File: src/rtl/ms_section_scheduler.sv
// -----------------------------------------------------------------------------
// ms_section_scheduler
//
// Shares one blocking master output channel between two requesters, A and B.
// Each grant captures one value into m_out. The value stays on m_out until the
// consumer accepts it. When both requesters compete, they are served
// round-robin. The section register records which requester owns the channel.
//
// Ports
//   clk, rst          clock, asynchronous active-high reset
//   a_in, a_in_sync   requester A data and request level
//   b_in, b_in_sync   requester B data and request level
//   m_out             captured value presented to the consumer
//   m_out_valid       m_out holds a value that has not been accepted
//   m_out_ready       consumer accepts m_out this cycle
//   grant_a, grant_b  one-cycle pulse: that requester's data was captured
//   section           0 IDLE, 1 SEND_A, 2 SEND_B
//   cnt_a, cnt_b      completed transfers per requester, wrapping
// -----------------------------------------------------------------------------
module ms_section_scheduler #(
  parameter int               WIDTH     = 32,
  parameter logic [WIDTH-1:0] RESET_VAL = WIDTH'(1337),
  parameter int               CNT_W     = 8
) (
  input  logic             clk,
  input  logic             rst,
  input  logic [WIDTH-1:0] a_in,
  input  logic             a_in_sync,
  input  logic [WIDTH-1:0] b_in,
  input  logic             b_in_sync,
  output logic [WIDTH-1:0] m_out,
  output logic             m_out_valid,
  input  logic             m_out_ready,
  output logic             grant_a,
  output logic             grant_b,
  output logic [1:0]       section,
  output logic [CNT_W-1:0] cnt_a,
  output logic [CNT_W-1:0] cnt_b
);

  typedef enum logic [1:0] {
    IDLE   = 2'd0,
    SEND_A = 2'd1,
    SEND_B = 2'd2
  } state_t;

  state_t           state_q, state_d;
  logic [WIDTH-1:0] m_out_q, m_out_d;
  logic             valid_q, valid_d;
  logic             grant_a_q, grant_a_d;
  logic             grant_b_q, grant_b_d;
  logic [CNT_W-1:0] cnt_a_q, cnt_a_d;
  logic [CNT_W-1:0] cnt_b_q, cnt_b_d;
  // Set when B was served last. It resets to 1 so that A wins the first tie.
  logic             last_b_q, last_b_d;

  logic pick_a;
  logic pick_b;

  // When both requesters are active, the one not served last wins.
  assign pick_a = a_in_sync && (!b_in_sync || last_b_q);
  assign pick_b = b_in_sync && !pick_a;

  always_comb begin
    // NOTE: every signal is given a default first. Without it, a path that
    // leaves a signal unassigned infers a latch.
    state_d   = state_q;
    m_out_d   = m_out_q;
    valid_d   = valid_q;
    grant_a_d = 1'b0;
    grant_b_d = 1'b0;
    cnt_a_d   = cnt_a_q;
    cnt_b_d   = cnt_b_q;
    last_b_d  = last_b_q;

    unique case (state_q)
      IDLE: begin
        if (pick_a) begin
          m_out_d   = a_in;
          valid_d   = 1'b1;
          grant_a_d = 1'b1;
          state_d   = SEND_A;
        end else if (pick_b) begin
          m_out_d   = b_in;
          valid_d   = 1'b1;
          grant_b_d = 1'b1;
          state_d   = SEND_B;
        end
      end
      // While a transfer is in flight, sync inputs are ignored. m_out keeps
      // the sent value after completion.
      SEND_A: begin
        if (m_out_ready) begin
          valid_d  = 1'b0;
          cnt_a_d  = cnt_a_q + CNT_W'(1);
          last_b_d = 1'b0;
          state_d  = IDLE;
        end
      end
      SEND_B: begin
        if (m_out_ready) begin
          valid_d  = 1'b0;
          cnt_b_d  = cnt_b_q + CNT_W'(1);
          last_b_d = 1'b1;
          state_d  = IDLE;
        end
      end
      default: begin
        valid_d = 1'b0;
        state_d = IDLE;
      end
    endcase
  end

  // NOTE: sequential state is updated with non-blocking assignments. Every
  // register then samples pre-edge values, and the result does not depend on
  // the order in which processes run.
  always_ff @(posedge clk or posedge rst) begin
    if (rst) begin
      state_q   <= IDLE;
      m_out_q   <= RESET_VAL;
      valid_q   <= 1'b0;
      grant_a_q <= 1'b0;
      grant_b_q <= 1'b0;
      cnt_a_q   <= '0;
      cnt_b_q   <= '0;
      last_b_q  <= 1'b1;
    end else begin
      state_q   <= state_d;
      m_out_q   <= m_out_d;
      valid_q   <= valid_d;
      grant_a_q <= grant_a_d;
      grant_b_q <= grant_b_d;
      cnt_a_q   <= cnt_a_d;
      cnt_b_q   <= cnt_b_d;
      last_b_q  <= last_b_d;
    end
  end

  assign m_out       = m_out_q;
  assign m_out_valid = valid_q;
  assign grant_a     = grant_a_q;
  assign grant_b     = grant_b_q;
  assign section     = state_q;
  assign cnt_a       = cnt_a_q;
  assign cnt_b       = cnt_b_q;

endmodule

File: config.mk
export PLATFORM = sky130hd
export DESIGN_NAME = ms_section_scheduler
export DESIGN_NICKNAME = d
export VERILOG_FILES = /design/src/rtl/ms_section_scheduler.sv
export SDC_FILE = /design/constraint.sdc
export NUM_CORES = 1
export LEC_CHECK = 0
export ABC_CLOCK_PERIOD_IN_PS = 2100
export CORE_MARGIN = 5
export CORE_UTILIZATION = 41
export CTS_BUF_LIST = sky130_fd_sc_hd__clkbuf_16
export CTS_CLUSTER_SIZE = 24
export DETAILED_ROUTE_END_ITERATION = 8
export PLACE_DENSITY = 0.81
export SLEW_MARGIN = 20
export SYNTH_ARGS = -nofsm -noshare
export SYNTH_HDL_FRONTEND = slang
export SYNTH_SLANG_ARGS = --single-unit
File: constraint.sdc
create_clock -name clk -period 2.1 [get_ports clk]
set_input_delay 0.525 -clock clk [delete_from_list [all_inputs] [get_ports clk]]
set_output_delay 0.525 -clock clk [all_outputs]
set_load 0.05 [all_outputs]
==> metrics.txt, run 1 <==
Core Area=about 6000 µm²; TritonCTS clock tree=yes; share of cells above drive strength 1=about an eighth; mapped cell area=between 2000 and 3000 µm²; RSZ-0062 raised after global routing=no; Final Instance Area=a little over 4000 µm²; Rel. slew slack=64.27%; nets=between 400 and 500; Worst path slowest cell=clkdlybuf4s50_1; most common cell in the netlist=dfrtp_1; first-pass GRT wire length=12.30 mm; DR iter-0 viols=roughly 110; GRT Util Overall=about a fifth; Die Ht=approximately 89 µm; Initial Util=roughly 43%; Syn Area/Cell=between 9 and 10 µm²; Seq cells post-synth=54; GR Util met3=between 4 and 5%; first drt pass iteration count=5; CP Data Arrival Time=1.53 ns; clk_skew=about 0.0058 ns; GRT Residual Overflow=0; largest net degree at the start of global routing=54; Num CTS Buffers=5; drt wl/cell=between 15 and 20 µm; max cap viols=0; status=finished, final reports clean; vias in the first global route=between 2,000 and 2,500; post-route setup TNS=0 ns; Syn Inst Count=between 200 and 300; most frequent cells after synthesis=dfrtp_1 (47), a21oi_1 (35), nor2_1 (34); WS Path Type=reg -> out; Final Hold Viols=0; Via density=5.515; routed vias=roughly 2,600; # DRC=0; period utilization=a little over nine tenths; Reg clk slew, reported paths=~0.070 ns; fmax=0.4867 GHz; # rows=28; diode count=0; DP HPWL=between 5 and 6 mm; met1 Track Usage GR=a little over a quarter; cells along the critical path=clkdlybuf4s50_1; antenna violations before repair=0; YS warnings=0; max incr delay on CP=between 0.8 and 0.9 ns; worst-margin pin slew=around 0.53 ns; Crit. End Element=output port; Post-synth EDFFs=0; Die Area=7938 µm²; Place WS=roughly 0.17 ns; routed wire length=between 8 and 9 mm; Hold Buf Count CTS=0; VDD IR max=0.8723 mV; count of input and output buffers=~120; Buf/Inv on CP=1; top cells by area, synth=dfrtp_1 (46%), a31oi_1 (7.8%), dfstp_2 (7.2%), a21oi_1 (6.8%), nor2_1 (5.0%); top_reg_cell synth=dfrtp_1; # IOs=122; Top Family by Delay on Critical Path=buffers and inverters; Worst Path Required=1.57 ns; top-area cell type share of the netlist area=between 40 and 50%; Lkg Pwr=approximately 1.7 nW; most used routing layer=met2; Worst Hold Class=in -> async; dpl cell area=~3900 µm²; pwr dens=between 1500 and 2000 nW/µm²; register area share after synthesis=~53%; CTS Root Cell=clkbuf_16; Yosys cell types=31; CTS H-tree depth=2; largest fanout on the critical path=3; fin. max-slew vios=0; Async SR Flop Fraction=100.0%; Period minus WS final=just over 2 ns; Fin Hold WS=0.4026 ns; synthesis-to-finish area growth=57.22%; final setup fails=0; Final Util=67.31%; clk sink count=54; Startpoint Class=flop; Die X=around 90 µm; fin worst setup slack=about 0.045 ns; placer congestion estimate=approximately 0.84; Clock Latency Late Sink=slightly below 0.3 ns; Synth Net Count=around 350; Longest Clk Path Bufs=2; met2 Use GR=between 30% and 40%; Synth area leader=dfrtp_1; Detail Route Antenna Nets=0
-- sequential cells by signal, indices dropped and copies added (netlist names) --
signal and cells:
cnt_a 8, section 2, last_b_q 1, m_out_valid 1, grant_a 1, grant_b 1, cnt_b 8, m_out 32
-- cell usage in the layout (no fill, tap or decap), types with 2 or more instances in the layout --
master / count
a21oi_1: 35
a31oi_1: 32
and3_1: 2
buf_12: 2
buf_4: 24
clkbuf_16: 5
clkdlybuf4s50_1: 107
dfrtp_1: 47
dfstp_2: 7
ha_1: 5
inv_1: 9
mux2_2: 2
nand2_1: 12
nand2b_1: 2
nand3_1: 3
nor2_1: 34
nor3_1: 5
o21ai_0: 23
o21ai_1: 10
xnor2_1: 10
xor2_1: 4
-- report_power, final --
part / internal, W / switching [W] / total, W
combinational: 0.00131 / 0.00255 / 0.00386
sequential: 0.00154 / 0.000318 / 0.00186
clock: 0.000559 / 0.000368 / 0.000927
total: 0.00341 / 0.00324 / 0.00665
-- layer usage --
metal  part of all wire, %  vias up
met3                    10       12
met2                    48      118
met5                     0        -
met1                    40     1253
li1                      -     1209
met4                   1.5        0
-- layout make-up --
type | instances | area (µm²)
fill | 472 | 1958
multi-input combinational | 190 | 1075
clock buffer | 5 | 125.1
tap | 75 | 93.84
timing repair buffer | 134 | 1304
sequential | 54 | 1360
inverter | 9 | 33.78
clock inverter | 3 | 41.29
-- what timing repair did --
action                                  4_1_cts  5_1_grt
setup buffers                                 0        0
endpoints found under the setup margin        0        1
gates resized for setup                       0        1
-- worst paths after layout --
kind                             from       end  slack, ns  depth (start not counted)
min in group clk             cnt_b[7]  cnt_b[7]       0.47                          1
min                               rst  cnt_b[7]       0.40                          2
max                          cnt_a[2]  cnt_a[2]       0.05                          1
max in group asynchronous         rst  m_out[4]       1.19                          3
min reg2reg                  cnt_b[7]  cnt_b[7]       0.47                          1
max reg2reg                section[1]  cnt_a[4]       0.60                          5
-- cell families after synthesis --
logic type / count (synthesis) / synth area share [%]
xor gates and xnor gates: 14 / 4.780
buffers and inverters: 29 / 5.073
muxes: 2 / 0.8780
and+or+nand+nor: 65 / 11.51
DFF: 54 / 53.02
adders and majority gates: 5 / 2.439
AOI/OAI and AO/OA: 104 / 22.29
-- per-stage QoR --
step           total power, W  cells
3_3_place_gp         0.005672    462
5_1_grt              0.007008    470
2_1_floorplan        0.004409    273
4_1_cts              0.006690    470
3_5_place_dp         0.005754    462
6_report             0.006649    470
No activity file was read; power rests on OpenSTA's default activity.
==> run 2, diff against run 1 <==
--- a/config.mk
+++ b/config.mk
@@ -5,12 +5,13 @@
 export SDC_FILE = /design/constraint.sdc
 export NUM_CORES = 1
 export LEC_CHECK = 0
-export ABC_CLOCK_PERIOD_IN_PS = 2100
+export ABC_CLOCK_PERIOD_IN_PS = 1900
 export CORE_MARGIN = 5
 export CORE_UTILIZATION = 41
 export CTS_BUF_LIST = sky130_fd_sc_hd__clkbuf_16
 export CTS_CLUSTER_SIZE = 24
 export DETAILED_ROUTE_END_ITERATION = 8
+export GPL_TIMING_DRIVEN = 0
 export PLACE_DENSITY = 0.81
 export SLEW_MARGIN = 20
 export SYNTH_ARGS = -nofsm -noshare
==> constraint.sdc (replaced) <==
create_clock -name clk -period 1.9 [get_ports clk]
set_input_delay 0.475 -clock clk [delete_from_list [all_inputs] [get_ports clk]]
set_output_delay 0.475 -clock clk [all_outputs]
set_load 0.05 [all_outputs]
==> metrics.txt, run 2 (synthesis gave the netlist of run 1 again) <==
fin worst setup slack=0.06224 ns (+0.01698 ns); placed insts=469 (+1.5%); Place WS=-0.1168 ns (-0.2880 ns); Final Util=66.29% (-1.0 points); Core Area=5991 µm² (unchanged); footprint of the multi-input gates=1075 µm² (unchanged); CP startpoint=m_out[5]; instance count on the critical path=1 (unchanged); Worst Hold Class=reg -> reg; synthesis-to-finish area growth=54.83%; Worst Path Required=1.42 ns (-0.15 ns); max cap viols=0 (unchanged); Worst path slowest cell=dlygate4sd2_1; RSZ-0062 raised after global routing=no; CTS Root Cell=clkbuf_16; worst-margin pin slew=0.6796 ns (+0.1453 ns); placer congestion estimate=0.8229 (-2.4%); total chip power=0.007012 W (+5.5%); Worst Setup EP=m_out[5]; drt wl/cell=16.76 µm (-1.8%); DR iter-0 viols=81 (-27%); # IOs=122 (unchanged); worst r2r src=section[1]; nets=475 (+1.5%); Largest register FFs=32 (unchanged); Initial Util=42.82% (unchanged); share of cells above drive strength 1=8.955% (-2.7 points); GRT Util Overall=19.87% (-0.069 points); Lkg Pwr=1.740 nW (+3.1%); Clock Latency Late Sink=0.29 ns (about the same); status=finished, final reports clean; Fin Hold WS=0.4613 ns (+0.05873 ns); Die X=89.10 µm (unchanged); routed vias=2,544 (-1.9%); Detail Route Antenna Nets=0 (unchanged); first-pass GRT wire length=12.36 mm (+0.50%); vias in the first global route=2,533 (+3.5%); Buf/Inv on CP=1 (unchanged); Startpoint Class=flop; most frequent cells in the layout=clkdlybuf4s50_1 (68), dlygate4sd2_1 (53), dfrtp_1 (47); largest fanout on the critical path=2 (-1); Die Ht=89.10 µm (unchanged); Crit. End Element=output port; CP Data Arrival Time=1.36 ns (-0.17 ns); pwr dens=1766 nW/µm² (+7.1%); Rel. slew slack=54.69% (-9.6 points); # rows=28 (unchanged); # DRC=0 (unchanged); clk sink count=54 (unchanged); Die Area=7938 µm² (unchanged); CTS H-tree depth=2 (unchanged); VDD IR max=1.052 mV (+21%); Reg clk slew, reported paths=0.07 ns (about the same); fmax=approximately 0.54 GHz; leading cell type in the layout, fill and taps excluded=clkdlybuf4s50_1; Seq. cell area=1360 µm² (unchanged); Worst R2R End=m_out[24]; Num CTS Buffers=5 (unchanged); GRT Residual Overflow=0 (unchanged); first drt pass iteration count=6 (+1); final setup fails=0 (unchanged); count of input and output buffers=121 (unchanged); largest net degree at the start of global routing=55 (+1.9%); Longest Clk Path Bufs=2 (unchanged); Final Hold Viols=0 (unchanged); Via density=5.333 (-3.3%); FILL cells=496 (+5.1%); max incr delay on CP=0.54 ns (-0.29 ns); Period minus WS final=about 1.8 ns; fin. max-slew vios=0 (unchanged); cells along the critical path=dlygate4sd2_1; TritonCTS clock tree=yes; antenna violations before repair=0 (unchanged); routed wire length=7.994 mm (-0.30%); Top Family by Delay on Critical Path=buffers and inverters; clk_skew=0.006757 ns (+0.0009493 ns); Worst Reg-to-Reg Cells=6 (+1); period utilization=between 90% and 100%; diode count=0 (unchanged); reg-to-reg setup timing slack=0.34 ns (-0.26 ns); DP HPWL=5.829 mm (-0.30%); Post-Layout Cell Count=477 (+1.5%); WS Path Type=reg -> out
==> run 2: report_power, final <==
group | total [W] | internal (W) | switching (W)
Combinational | 0.00398 | 0.00114 | 0.00284
Sequential | 0.00201 | 0.00170 | 0.000307
Clock | 0.00103 | 0.000618 | 0.000410
==> run 2: repair_timing <==
action / 4_1_cts / 5_1_grt
hold buffers: 0 / 0
resized for setup: 53 / 0
endpoints found under the hold margin: 0 / 0
setup endpoints to repair: 53 / 0
setup buffers: 0 / 0
==> run 2: worst min path at each step <==
stage / slack [ns] / cells after the start / endpoint / from
2_1_floorplan: 0.45 / 2 / last_b_q / last_b_q
3_3_place_gp: 0.46 / 1 / cnt_a[7] / cnt_a[7]
3_5_place_dp: 0.47 / 1 / cnt_a[7] / cnt_a[7]
4_1_cts: 0.47 / 1 / cnt_a[7] / cnt_a[7]
5_1_grt: 0.50 / 2 / last_b_q / last_b_q
6_report: 0.46 / 1 / cnt_a[7] / cnt_a[7]
==> run 2: layer usage <==
layer	wire [µm]	vias up	track usage (%)
met1	3391	1219	27.15
met3	605	13	3.594
met2	3859	94	32.42
met4	138	0	5.683
met5	0	-	0
li1	-	1218	-
==> run 2: cell type report <==
cell class | count | area share [%]
Buffer | 20 | 2.426
Clock buffer | 5 | 3.151
Clock inverter | 3 | 1.008
Inverter | 9 | 0.9137
Multi-Input combinational cell | 190 | 27.06
Sequential cell | 54 | 34.25
Tap cell | 75 | 2.363
Timing Repair Buffer | 121 | 28.83
==> run 2: through the flow <==
stage | area [µm²] | setup TNS [ns]
3_5_place_dp | 3872 | -1.698
3_3_place_gp | 3870 | -49.58
2_1_floorplan | 2565 | 0
6_report | 3971 | 0
4_1_cts | 3971 | 0
5_1_grt | 3971 | 0
